===== config.mk =====
export PLATFORM = sky130hd
export DESIGN_NAME = ram_4x4_sync
export DESIGN_NICKNAME = d
export VERILOG_FILES = /design/src/rtl/ram_4x4_sync.sv
export SDC_FILE = /design/constraint.sdc
export NUM_CORES = 1
export LEC_CHECK = 0
export ABC_AREA = 1
export CORE_ASPECT_RATIO = 0.9
export CORE_MARGIN = 4
export CORE_UTILIZATION = 44
export DETAILED_ROUTE_END_ITERATION = 10
export PLACE_DENSITY = 0.78
export SYNTH_ARGS = -nofsm -noshare
export SYNTH_HDL_FRONTEND = slang
export SYNTH_SLANG_ARGS = --single-unit

===== constraint.sdc =====
create_clock -name CLK -period 1.1 [get_ports CLK]
set_input_delay 0.22 -clock CLK [delete_from_list [all_inputs] [get_ports CLK]]
set_output_delay 0.22 -clock CLK [all_outputs]
set_load 0.01 [all_outputs]

===== src/rtl/ram_4x4_sync.sv =====
// ram_4x4_sync: 4-word x 4-bit single-port RAM with a registered read port.
// One rdwr line selects read (1) or write (0); en gates the access; RST
// (synchronous, active-high) clears every word and the read register.
// Optional feature macro: RAM_WRITE_THROUGH_EN -- when defined, a write also
// loads data_out with the written value on the same edge.
module ram_4x4_sync #(
    parameter int DATA_W = 4,
    parameter int ADDR_W = 2
) (
    input  logic              CLK,
    input  logic              RST,
    input  logic [DATA_W-1:0] data_in,
    input  logic [ADDR_W-1:0] ad_in,
    input  logic              en,
    input  logic              rdwr,
    output logic [DATA_W-1:0] data_out
);

    localparam int DEPTH = 2 ** ADDR_W;

    logic [DATA_W-1:0] mem_q [DEPTH];
    logic [DATA_W-1:0] mem_d [DEPTH];
    logic [DATA_W-1:0] data_out_q;
    logic [DATA_W-1:0] data_out_d;
    logic              wr_en;
    logic              rd_en;

    assign wr_en = en & ~rdwr;
    assign rd_en = en &  rdwr;

    // Next-state of the storage array and the read register for an un-reset edge
    always_comb begin
        mem_d      = mem_q;
        data_out_d = data_out_q;
        if (wr_en) begin
            mem_d[ad_in] = data_in;
`ifdef RAM_WRITE_THROUGH_EN
            data_out_d = data_in;
`endif
        end else if (rd_en) begin
            data_out_d = mem_q[ad_in];
        end
    end

    // Stage p0 -> registered state: reset has priority and discards the access
    always_ff @(posedge CLK) begin
        if (RST) begin
            for (int i = 0; i < DEPTH; i++) begin
                mem_q[i] <= '0;
            end
            data_out_q <= '0;
        end else begin
            for (int i = 0; i < DEPTH; i++) begin
                mem_q[i] <= mem_d[i];
            end
            data_out_q <= data_out_d;
        end
    end

    assign data_out = data_out_q;

endmodule


---- Word-level counts from Yosys, hierarchy flattened ----
Cells that the tools add are included.
word-level totals
  bits of input ports ..................... 10
  register bits after elaboration ......... 20
  output and inout port bits .............. 4
  logic and storage cells ................. 20
operators by class
  muxes and demuxes ....................... 6
  bitwise gates (word level) .............. 5
  reductions and logical operators ........ 2
  $lt $le $gt $ge ......................... 2
operators with widths
  kind                number
  $bwmux 16           1
  $mux 4              3
  $bmux 4 s2          1
  $demux 4 s2         1
  $ge 3x3->1 const B  1
  $lt 3x1->1 const B  1
  $not 2->3           1
  $and 1x1->1         2
  $not 1->1           2
  $reduce_and 2->1    1
  $logic_and 1x1->1   1

---- Logic depth before layout (Yosys ltp) ----
  depth after elaboration ................. 6
  depth in mapped cells ................... 6
  mapped depth without buffers ............ 6

---- Worst setup path before layout ----
Ideal clock, no wire load.
  path type ............................... input to register
  from .................................... input port ad_in[0]
  to ...................................... register mem_q[12] (netlist bit)
  setup slack ............................. 0.196 ns
  stages on the path ...................... 5
  path buffers ............................ 1
  required time ........................... 0.984 ns
  setup time .............................. 0.116 ns
  arrival ................................. 0.788 ns
  cell sequence ........................... buf_4 nor2_4 nand2_1 o21ai_0 nor2_1
between the ends
  word-level cells in the longest chain between the ends .. 6
  elaborated cells on any way between the ends .. 7
  those cells by class .................... 2 x order compare; 3 x mux; 1 x bitwise; 1 x reduce/logical
ends and longest elaborated chain
  what                                                                   line  text
  from (decl)                                                            13    input logic [ADDR_W-1:0] ad_in,
  $not 2->3 (not written as such) *                                      36    mem_d[ad_in] = data_in;
  $ge 3x3->1 (not written as such) / $lt 3x1->1 (equally long branches)  36
  $logic_and 1x1->1 (not written as such)                                36
  $mux 4 (not written as such)                                           36
  $demux 4 s2 *                                                          36
  $bwmux 16 *                                                            36
  to (signal, indexed assignment)                                        54    mem_q[i] <= mem_d[i];
  to (decl)                                                              21    logic [DATA_W-1:0] mem_q [DEPTH];
Mark *: on every way between the ends. The rest lies on a longest branch, timed or not.
A chain may end at the register's enable or synchronous reset.

---- Final worst setup path ----
  from .................................... register data_out_q[0], in the netlist data_out[0]
  to ...................................... output port data_out[0]
RTL lines
  what                    line  text
  from (decl)             23    logic [DATA_W-1:0] data_out_q;
  from (signal assigned)  56    data_out_q <= data_out_d;
  to (decl)               16    output logic [DATA_W-1:0] data_out
No word-level cell between the ends.

==> load_flow_metrics.sql <==
INSERT INTO impl_metrics (metric_group, metric, value, unit) VALUES
('critical_path', 'criticalPathCategory', 'reg2out', ''),
('sta', 'timing.final.max_slew_violations', '0', ''),
('run', 'cap_violations', '0', ''),
('sta', 'finalHoldViolCount', '0', ''),
('logic_synthesis', 'yosysWarnings', '0', ''),
('cells_and_area', 'syn2layout_area_growth', '32.2', '%'),
('cells_and_area', 'most_common_library_cell_in_the_layout_ignoring_fill_and_taps', 'sky130_fd_sc_hd__nor2_1', ''),
('grt', 'grt_max_degree', '21', ''),
('critical_path', 'timing.critical_path.slowest_stage_cell', 'sky130_fd_sc_hd__dfxtp_2', ''),
('critical_path', 'critical_path_buf_inv_count', '1', ''),
('cts', 'tritoncts', 'built', ''),
('grt', 'globalRoute.totalOverflow', '0', ''),
('die', 'start_util', '0.466', ''),
('routing', 'vias', '901', ''),
('placed_design', 'buffer_ports.inserted', '13', ''),
('sta', 'max_freq', '936', 'MHz'),
('sta', 'rsz0062_at_grt', 'false', ''),
('cts', 'cts_max_level', '1', ''),
('die', 'ioPinCount', '14', ''),
('grt', 'globalRouteTotalUtil', '0.155', ''),
('cts', 'cts_setup_buffers', '0', ''),
('critical_path', 'timing.critical_path.cells', 'clkdlybuf4s15_2', ''),
('routing', 'post_drt_via_cell_ratio', '5.12', ''),
('die', 'cell_row_count', '15', ''),
('die', 'design.die.area', '2840', 'µm²'),
('grt', 'first_global_vias', '845', ''),
('die', 'core-area', '1930', 'µm²'),
('routing', 'avgRoutedWirePerCell', '12.4', 'µm'),
('cts', 'clk_transition_reported_paths', '110', 'ps'),
('status', 'result_of_the_run', 'finished, final reports clean', ''),
('sta', 'worst_pin_slew', '302', 'ps'),
('cts', 'numCtsBuffers', '3', ''),
('logic_synthesis', 'avg_inst_size_synth', '6.98', 'µm²'),
('power', 'design_power_total', '0.00141', 'W'),
('critical_path', 'crit_end', 'data_out[0]', ''),
('sta', 'timing.final.crit_period', '1070', 'ps'),
('cells_and_area', 'drive_gt1_frac', '0.272', ''),
('routing', 'routed_antenna_nets', '0', ''),
('sta', 'final_worst_clock_skew', '7.55', 'ps'),
('logic_synthesis', 'synth_top_area_cell', 'sky130_fd_sc_hd__dfxtp_1', ''),
('logic_synthesis', 'synthesis.nets', '139', ''),
('cells_and_area', 'layout.cells.most_common_list', '39 x sky130_fd_sc_hd__nor2_1, 18 x sky130_fd_sc_hd__dfxtp_1, 13 x sky130_fd_sc_hd__nand3_1, 10 x sky130_fd_sc_hd__nand2_1, 10 x sky130_fd_sc_hd__o21ai_0', ''),
('power', 'power.static_leakage', '0.554', 'nW'),
('cells_and_area', 'postLayoutCellArea', '1190', 'µm²'),
('critical_path', 'critPathRequiredTime', '880', 'ps'),
('sta', 'setup-violations-final', '0', ''),
('sta', 'final_min_period_over_clock_period', '0.971', ''),
('cts', 'cts.root.buffer_cell', 'sky130_fd_sc_hd__clkbuf_4', ''),
('routing', 'detail_route.first_pass.iterations', '4', ''),
('critical_path', 'crit_path_max_fanout', '2', ''),
('logic_synthesis', 'synth.area.top_cells', 'sky130_fd_sc_hd__dfxtp_1 44%, sky130_fd_sc_hd__nor2_1 18%, sky130_fd_sc_hd__nand3_1 8.3%', ''),
('critical_path', 'critical_path.endpoint_type', 'primary output', ''),
('die', 'die_y', '50.9', 'µm'),
('critical_path', 'r2r_slack', '320', 'ps'),
('critical_path', 'path_delay_family', 'flip-flops', ''),
('cts', 'worstSkewPairLatency', '300', 'ps'),
('logic_synthesis', 'synth.yosys.seq_area_share', '0.444', ''),
('worst_hold_path', 'worst_hold_path_type', 'in2reg', ''),
('cts', 'clock_tree.buffer_depth', '2', ''),
('placed_design', 'place_congestion', '0.897', ''),
('grt', 'grt_first_pass_wirelength', '3470', 'µm'),
('critical_path', 'cp_num_cells', '1', ''),
('logic_synthesis', 'synth.lib_cells_used.distinct', '16', ''),
('critical_path', 'crit_start', 'data_out[0]', ''),
('cells_and_area', 'layout.nets', '162', ''),
('cts', 'tritoncts_num_sinks', '20', ''),
('critical_path', 'timing.critical_path.from_type', 'flip-flop', ''),
('power', 'power.ir.vdd_worst', '0.990', 'mV'),
('logic_synthesis', 'synth.cell_area', '901', 'µm²'),
('logic_synthesis', 'ys_seq_elements', '20', ''),
('routing', 'drtIter0Drc', '18', '');
## cell usage after synthesis, drive strengths merged
master and count:
buf 2, clkbuf 2, dfxtp 20, inv 10
nand2 15, nand3 15, nor2 45, o21ai 20
## cell type report
type	count	area, µm²
inverter	10	46.3
timing repair buffer	22	194
fill	187	742
multi-input combinational	95	480
tap	25	31.3
sequential	20	403
clock buffer	4	36.3
## power breakdown
group | internal, W | switching, W | total (W)
combinational | 0.0000971 | 0.000127 | 0.000224
clock | 0.000202 | 0.000218 | 0.000420
sequential | 0.000754 | 0.0000145 | 0.000768
## registers in the layout (all words and copies together) (netlist names)
register and flops:
data_out 4, mem_q 16
## logic make-up after synthesis
| kind of cell | after synthesis | synth area share |
|---|---|---|
| flops | 20 | 0.444 |
| simple gates | 75 | 0.374 |
| buf+inv | 14 | 0.0708 |
| compound gates | 20 | 0.111 |
## per-stage QoR
stage           util  TNS [ps]  setup slack, ps  hold slack [ps]  std cells
4_1_cts        0.597     -25.0            -12.1              498        176
3_5_place_dp   0.571     -6890             -398              475        172
2_1_floorplan      -         0              196              355        129
6_report       0.616         0             31.5              442        176
3_3_place_gp   0.571     -6430             -364              468        172
5_1_grt        0.616         0             3.25              477        176
## worst min path at each step
stage	slack, ps	end
floorplan	350	mem_q[0]
global placement	470	mem_q[9]
detailed placement	470	mem_q[9]
CTS	500	mem_q[9]
global route	480	data_out[2]
finish	440	mem_q[4]
## metal layers
metal  routed length [µm]  up-vias  GRT usage
li1                     -      456          -
met1                  982      409      0.190
met2                 1030       29      0.262
met3                  129        7     0.0328
met4                   49        0     0.0688
met5                    0        -          0
## repair_timing
action	4_1_cts	5_1_grt
gates resized for setup	18	19
endpoints found under the setup margin	22	24
hold buffers	0	0
pin swaps	0	4
Power figures use the tool's default switching activity.
